<file path="src/rtl/alu_result_queue.sv">
// ALU result queue: DEPTH-entry FIFO of result/flags/tag with valid/ready on both
// sides, plus a sticky overflow flag and a saturating accepted-op counter.
module alu_result_queue #(
  parameter int DATA_W = 32,
  parameter int DEPTH  = 4,
  parameter int CNT_W  = 16
) (
  input  logic                     clk,
  input  logic                     rst,
  input  logic                     in_valid,
  output logic                     in_ready,
  input  logic [DATA_W-1:0]        result,
  input  logic                     zero,
  input  logic                     cout,
  input  logic                     overflow,
  input  logic [3:0]               ALU_control,
  output logic                     out_valid,
  input  logic                     out_ready,
  output logic [DATA_W-1:0]        out_result,
  output logic [2:0]               out_flags,
  output logic [3:0]               out_ctrl,
  output logic [$clog2(DEPTH):0]   count,
  output logic                     ovf_sticky,
  input  logic                     clr_sticky,
  output logic [CNT_W-1:0]         op_count
);

  localparam int PW = $clog2(DEPTH);
  localparam int CW = PW + 1;

  logic [DATA_W-1:0] res_mem_q [DEPTH];
  logic [2:0]        flg_mem_q [DEPTH];
  logic [3:0]        ctl_mem_q [DEPTH];

  logic [PW-1:0]    wr_ptr_q, wr_ptr_d;
  logic [PW-1:0]    rd_ptr_q, rd_ptr_d;
  logic [CW-1:0]    count_q, count_d;
  logic             ovf_q, ovf_d;
  logic [CNT_W-1:0] opc_q, opc_d;

  logic full, empty, push, pop;

  assign full  = (count_q == CW'(DEPTH));
  assign empty = (count_q == '0);

  // No pass-through when full: a same-cycle pop does not open in_ready.
  assign in_ready  = !rst && !full;
  assign out_valid = !rst && !empty;
  assign push      = in_valid && in_ready;
  assign pop       = out_valid && out_ready;

  always_comb begin
    wr_ptr_d = wr_ptr_q;
    rd_ptr_d = rd_ptr_q;
    count_d  = count_q;
    unique case (1'b1)
      (push && !pop): begin
        wr_ptr_d = wr_ptr_q + PW'(1);
        count_d  = count_q + CW'(1);
      end
      (!push && pop): begin
        rd_ptr_d = rd_ptr_q + PW'(1);
        count_d  = count_q - CW'(1);
      end
      (push && pop): begin
        wr_ptr_d = wr_ptr_q + PW'(1);
        rd_ptr_d = rd_ptr_q + PW'(1);
      end
      default: ;
    endcase
  end

  always_comb begin
    ovf_d = (ovf_q & ~clr_sticky) | (push & overflow);
    opc_d = opc_q;
    if (push && (opc_q != '1)) begin
      opc_d = opc_q + CNT_W'(1);
    end
  end

  always_ff @(posedge clk) begin
    if (rst) begin
      wr_ptr_q <= '0;
      rd_ptr_q <= '0;
      count_q  <= '0;
      ovf_q    <= 1'b0;
      opc_q    <= '0;
    end else begin
      wr_ptr_q <= wr_ptr_d;
      rd_ptr_q <= rd_ptr_d;
      count_q  <= count_d;
      ovf_q    <= ovf_d;
      opc_q    <= opc_d;
    end
  end

  // Storage is intentionally not reset.
  always_ff @(posedge clk) begin
    if (push) begin
      res_mem_q[wr_ptr_q] <= result;
      flg_mem_q[wr_ptr_q] <= {overflow, cout, zero};
      ctl_mem_q[wr_ptr_q] <= ALU_control;
    end
  end

  assign out_result = out_valid ? res_mem_q[rd_ptr_q] : '0;
  assign out_flags  = out_valid ? flg_mem_q[rd_ptr_q] : '0;
  assign out_ctrl   = out_valid ? ctl_mem_q[rd_ptr_q] : '0;
  assign count      = count_q;
  assign ovf_sticky = ovf_q;
  assign op_count   = opc_q;

endmodule

</file>
<file path="config.mk">
export PLATFORM = sky130hd
export DESIGN_NAME = alu_result_queue
export DESIGN_NICKNAME = d
export VERILOG_FILES = /design/src/rtl/alu_result_queue.sv
export SDC_FILE = /design/constraint.sdc
export NUM_CORES = 1
export LEC_CHECK = 0
export BUFFER_PORTS_ARGS = -buffer_cell sky130_fd_sc_hd__clkbuf_2
export CAP_MARGIN = 20
export CORE_ASPECT_RATIO = 0.9
export CORE_MARGIN = 8
export CORE_UTILIZATION = 46
export DETAILED_ROUTE_END_ITERATION = 7
export PLACE_DENSITY = 0.66
export SLEW_MARGIN = 20
export SYNTH_ARGS = -nofsm -noshare
export SYNTH_HDL_FRONTEND = slang
export SYNTH_SLANG_ARGS = --single-unit
export TNS_END_PERCENT = 100
</file>
<file path="constraint.sdc">
create_clock -name clk -period 5.65 [get_ports clk]
set_clock_uncertainty 0.1 [all_clocks]
set_input_delay 0.565 -clock clk [delete_from_list [all_inputs] [get_ports clk]]
set_output_delay 0.565 -clock clk [all_outputs]
set_load 0.03 [all_outputs]
</file>
# Yosys cells after proc, flatten, opt, wreduce, memory -nomap -nowiden
# Memories as Yosys holds them, arrays and structs flattened. A register that Yosys moved wholly into a read port is not among the register bits.
# Index checks and enable logic that the tools add are counted.
[totals] in_bits=44 ramBits=156 latchBits=0 memories=3 romBits=0 wordCells=48 reg_bits=24
[classes] reduce_logical=17 magnitude_cmp=0 add_sub_neg=5 eq_ne=2 div=0 n_mul=0 n_bitwise=4 n_shift=0 n_mux=12
[mem_list] name="res_mem_q" depth=4 word_bits=32 rd=1 rd_ports_with_merged_regs=1 wr=1 line_no="31" source="logic [DATA_W-1:0] res_mem_q [DEPTH];"
[mem_list] name="ctl_mem_q" depth=4 word_bits=4 rd=1 rd_ports_with_merged_regs=1 wr=1 line_no="33" source="logic [3:0] ctl_mem_q [DEPTH];"
[mem_list] name="flg_mem_q" depth=4 word_bits=3 rd=1 rd_ports_with_merged_regs=1 wr=1 line_no="32" source="logic [2:0] flg_mem_q [DEPTH];"
[op_table] op="two-way mux 32 bit" n=1
[op_table] op="adder 16 x 1 -> 16 bit (second input constant)" n=1
[op_table] op="!= test 16 bit (second input constant)" n=1
[op_table] op="two-way mux 2 bit" n=6
[op_table] op="logical AND 1 bit" n=8
[op_table] op="one-hot mux 3 bit (2 select lines)" n=1
[op_table] op="logical NOT 1 bit" n=5
[op_table] op="adder 2 x 1 -> 2 bit (second input constant)" n=2
[op_table] op="two-way mux 4 bit" n=1
[op_table] op="OR reduction 2 bit" n=2
[op_table] op="adder 3 x 1 -> 3 bit (second input constant)" n=1
[op_table] op="equality test 3 bit (second input constant)" n=1
[op_table] op="logical NOT 3 bit" n=1
[op_table] op="two-way mux 3 bit" n=1
[op_table] op="subtractor 3 x 1 -> 3 bit (second input constant)" n=1
[op_table] op="AND 1 bit" n=2
[op_table] op="two-way mux 1 bit" n=2
[op_table] op="nonzero test 2 bit" n=1
[op_table] op="inverter 1 bit" n=1
[op_table] op="OR 1 bit" n=1

# Longest topological paths before layout
[logic_depth] depth_word=9 ltp_mapped=10

# Worst setup path after synthesis
# No wires, ideal clock.
[synth_path] kind="in2reg" from="input port rst" to="register count_q[2] (netlist: count[2])" arrival_time_ns=2.417 slack_ns=3.006 path_buffers=1 setup_time_ns=0.128 cell_stages=10 t_required_ns=5.422 cell_sequence="buf_6 -> nor2b_1 -> nand2_2 -> ha_1 -> xor2_1 -> ha_1 -> or3b_2 -> a21oi_1 -> xnor2_1 -> nor2_1"
[synth_between] elab_chain_cells=6 word_cells_on_any_way=11
[synth_lines] element="from (decl)" line_no="9" source="input logic rst,"
[synth_lines] element="logical NOT 1 bit" line_no="47, 48"
[synth_lines] element="logical AND 1 bit (on tied branches)" line_no="47, 48"
[synth_lines] element="logical AND 1 bit (on tied branches)" line_no="49, 50"
[synth_lines] element="logical NOT 1 bit (on tied branches)" line_no="61, 57"
[synth_lines] element="logical AND 1 bit (on tied branches)" line_no="61, 57"
[synth_lines] element="one-hot mux 3 bit (2 select lines) / nonzero test 2 bit (equally long branches)"
[synth_lines] element="to (signal assigned)" line_no="91" source="count_q <= count_d;"
[synth_lines] element="to (decl)" line_no="37" source="logic [CW-1:0] count_q, count_d;"
# Several ways; a longest one is shown, not always the timed one.
# A chain may end at the register's enable or synchronous reset.

# Worst setup path after layout
# Same ends and word-level chain as after synthesis.

==> impl_summary.md <==
Clock network
The count of hold-fix buffers inserted at cts is 0. The total number of H-tree levels is 4. The later pin in the worst-skew pair is clocked with a latency of roughly 420 ps. CTS placed an instance of sky130_fd_sc_hd__clkbuf_16 at the clock tree root.

Clock tree synthesis found a total of approximately 180 sinks. The number of setup buffers added after CTS is 0. Clock-pin slew was measured on the worst setup and hold paths at 70 ps. TritonCTS built the clock tree. Counting along the longest clock path gives a buffer depth of 2. Clock tree synthesis inserted a total of 17 buffers. Post-CTS repair changed the size of 0 cells.

Yosys
Sequential cells were found to cover between 70% and 80% of the synthesized design area. The synthesis warning total is 0. In the post-synthesis netlist, the biggest area contributors are sky130_fd_sc_hd__edfxtp_1 (64%), sky130_fd_sc_hd__mux4_2 (12%), sky130_fd_sc_hd__dfxtp_1 (7.1%). When the netlist entered floorplanning its net count stood at around 460. After synthesis the netlist holds a flip-flop and latch count of 182.

The post-synthesis average cell area is approximately 18 um^2. sky130_fd_sc_hd__edfxtp_1 takes more of the synthesized area than any other cell. The area share of the largest cell type after synthesis is around 64%.

The number of library cell types mapped by synthesis is 46. The cell count after synthesis came out at 406. The mapped netlist covers about 7300 um^2.

Place
The total placed cells including tap cells is between 600 and 700. The global placer's final weighted congestion is 0.840. Once detailed placement completed, the half-perimeter wirelength came to between 8000 and 9000 um. Input and output buffers added on the ports amount to around 100.

Worst setup path
The signal on the critical path passes through clkbuf_2, nor2_4, and2_1, ha_1, xor2_1, ha_1, or3b_2, a21oi_1, xnor2_1, nor2_1. Counting cells, the worst reg-to-reg path comes to 10. Counting buffers and inverters, the worst setup path is 10 cells deep. The number of buffer and inverter instances along the worst setup path is 1. The worst-case register-to-register setup slack is between 2000 and 3000 ps.

STA puts the critical path data arrival time at between 3000 and 4000 ps. The worst setup path is of the in2reg kind. The cell that appears most often on the critical path is sky130_fd_sc_hd__ha_1.

The launch point of the worst reg-to-reg path is count[1]$_SDFFE_PP0P_. The worst setup path is captured at a flip-flop. Of all nets on the critical path, the largest fanout is a little over 40. The largest individual stage delay along the critical path comes from the cell sky130_fd_sc_hd__nor2_4. In this design, the stage delay of the slowest critical-path cell is around 800 ps. The worst setup path is launched from an input pin. At the worst endpoint, the required time is slightly below 6000 ps.

In this run the worst setup path begins at rst. The kind of cell with the highest combined delay along the critical path is simple AND/OR/NAND/NOR gates. In this run the critical register-to-register path is captured at count[2]$_SDFFE_PP0P_.

Global route
The largest net degree at the start of global routing is between 40 and 50. The met1 layer usage reported by global route is ~17%. For this run the aggregate overflow at the end of global routing stands at 0. The first global-routing pass estimated around 22000 um of wire.

The global-route met3 utilization is under 10%. Across every metal layer, demand over resource in global routing totals approximately 14%. The number of global-route vias before repair is around 4.1k. The met2 usage in global routing is approximately a quarter.

The global routing stage identified its most utilized layer as met2. The initial antenna violation count is 0.

Timing
Setup repair after global routing left no endpoint under its margin. The headroom to the max-slew limit is 29.5%. Adding up every negative setup slack in the final design gives 0 ps.

Setup violations remaining at the end of the flow were counted as 0. The max-slew violation count is 0. The final critical-path share of the clock period is approximately 56%. The hold violation count in the final report is 0. At the pin with the least slew margin, the transition time is 1060 ps. Final hold analysis gives a worst-case slack of about 260 ps. The final critical path time including I/O delays and setup is ~3100 ps.

The highest achievable clock rate is ~320 MHz.

Final layout
The utilization after layout is 55.8%. The number of nets in the layout is 565. The number of antenna diodes in the final layout is 0. Once layout is complete, the cells apart from fillers number 727. Of the cells placed in the final design, the portion with a size suffix greater than 1 is a little under two fifths.

The synthesis-to-finish area growth is 18.2%. The filler cells instantiated in the layout total 1237.

Power and ir drop
Overall power consumption after layout is estimated at between 2 and 3 mW. Summed over all cells, the static leakage comes to approximately 3 nW. The power density of the placed cells is about 340 nW/um^2. Across the VDD grid, the largest voltage drop is roughly 0.23 mV.

Routing
After detailed routing, the total wire length is approximately 14000 um. For this block, the initial DRC count from the detailed router was between 200 and 250. The number of detailed-route iterations in the first pass is 5. The wire length per cell is around 19 um. The number of antenna-violating nets in the routed design is 0.

Dividing the detail-routed via count by the number of cells gives approximately 5.5. The final route contains between 3k and 4k vias. In the routed design, unresolved DRC markers number 0.

Hold path
The worst hold path endpoint is ctl_mem_q[0][1]$_DFFE_PP_. The startpoint identified for the worst hold timing path is ALU_control[1]. The min-delay analysis places its worst path in the category in2reg. The hold-critical path depth is 1.

Floorplan
From left edge to right edge, the die measures approximately 150 um. The floorplan has 43 rows. The count of boundary I/O pins is between 100 and 150.

The die is about 140 um tall. The total core area is roughly 15000 um^2. The die covers ~20000 um^2.

The initial standard-cell utilization of the core is roughly 47%.

Run
The number of maximum-capacitance constraint violations is 0.

Run status
The flow ran to the end, and the final reports show no timing, DRC or antenna violations.
==> Yosys cell counts, drive strengths merged <==
| library cell | count |
|---|---|
| nor2b | 6 |
| and2 | 41 |
| o311ai | 2 |
| nand4 | 7 |
| nand2 | 9 |
| clkbuf | 11 |
| nor3 | 4 |
| nand3 | 5 |
| and4 | 3 |
| nor4b | 1 |
| edfxtp | 156 |
| o21ai | 4 |
| nor3b | 2 |
| or4 | 4 |
| a21oi | 10 |
| xor2 | 3 |
| mux2i | 2 |
| dfxtp | 26 |
| ha | 9 |
| clkinv | 1 |
| a211oi | 1 |
| nor2 | 14 |
| mux4 | 39 |
| or2 | 1 |
| inv | 4 |
| o31ai | 5 |
| nand3b | 1 |
| mux2 | 4 |
| or3 | 4 |
| buf | 8 |
| nand2b | 2 |
| xnor2 | 2 |
| and3 | 6 |
| o41ai | 2 |
| or3b | 2 |
| nor4 | 5 |
==> logic make-up after synthesis <==
| group | Yosys count | synth area share (%) |
|---|---|---|
| AO/OA/AOI/OAI | 24 | 2.06 |
| XOR/XNOR | 5 | 0.601 |
| adder cells (fa/ha/maj) | 9 | 1.55 |
| buffers and inverters | 24 | 1.56 |
| flip-flops | 182 | 71.5 |
| multiplexers | 45 | 13.0 |
| AND/OR/NAND/NOR | 117 | 9.83 |
==> through the flow <==
stage               instance area [um^2]  setup slack, ps
CTS                                 8600             2410
global route                        8610             2180
floorplan                           7280             3010
global placement                    8000             2120
detailed placement                  8000             1990
finish                              8610             2510
==> where the power goes <==
group / leakage (nW) / switching, mW / total (mW) / internal (mW)
registers: 1.63 / 0.0292 / 1.53 / 1.50
clock network: 0.284 / 0.485 / 1.18 / 0.700
logic: 1.09 / 0.154 / 0.252 / 0.0985
total: 3.00 / 0.668 / 2.96 / 2.30
==> worst max-delay path by stage <==
stage | endpoint | slack, ps
global placement | count[2]$_SDFFE_PP0P_ | 2120
global route | count[2]$_SDFFE_PP0P_ | 2180
floorplan | count[2]$_SDFFE_PP0P_ | 3010
finish | count[2]$_SDFFE_PP0P_ | 2510
detailed placement | count[2]$_SDFFE_PP0P_ | 1990
CTS | count[2]$_SDFFE_PP0P_ | 2410
==> placed cells by master (no fill, tap or decap), drive strengths merged, types with 5 or more instances in the layout <==
cell,instances
and3,6
nand2,9
and2,41
nor2b,6
nand4,7
a21oi,10
clkbuf,122
inv,6
nor2,14
ha,9
clkinv,6
nand3,5
mux4,39
nor4,5
edfxtp,156
dfxtp,26
o31ai,5
==> metal layers <==
layer	vias up	share of wire (%)
met4	0	0.91
met2	118	50
met5	-	0
met1	2013	43
met3	12	5.7
li1	1826	-
==> cell type report <==
type                            count  area [um^2]  area share (%)
Clock inverter                     14          176            2.05
Tap cell                          202          253            2.94
Clock buffer                       18          429            4.98
Inverter                            5         18.8           0.218
Sequential cell                   182         5210            60.5
Multi-Input combinational cell    200         1990            23.1
Timing Repair Buffer              106          536            6.22
==> worst register-to-register path: stages (launching register included) <==
cell	delay, ps
sky130_fd_sc_hd__dfxtp_1	460
sky130_fd_sc_hd__nor3_1	120
sky130_fd_sc_hd__nor2_4	660
sky130_fd_sc_hd__and2_1	280
sky130_fd_sc_hd__ha_1	210
sky130_fd_sc_hd__xor2_1	90
sky130_fd_sc_hd__ha_1	200
sky130_fd_sc_hd__or3b_2	430
sky130_fd_sc_hd__a21oi_1	180
sky130_fd_sc_hd__xnor2_1	140
sky130_fd_sc_hd__nor2_1	60
==> sequential cells by signal (all words and copies together) (netlist names), named ones only <==
signal and count:
res_mem_q 128, ctl_mem_q 16, op_count 16, flg_mem_q 12, count 3, rd_ptr_q 2, wr_ptr_q 2, ovf_sticky 1
No activity file was read; power rests on OpenSTA's default activity.
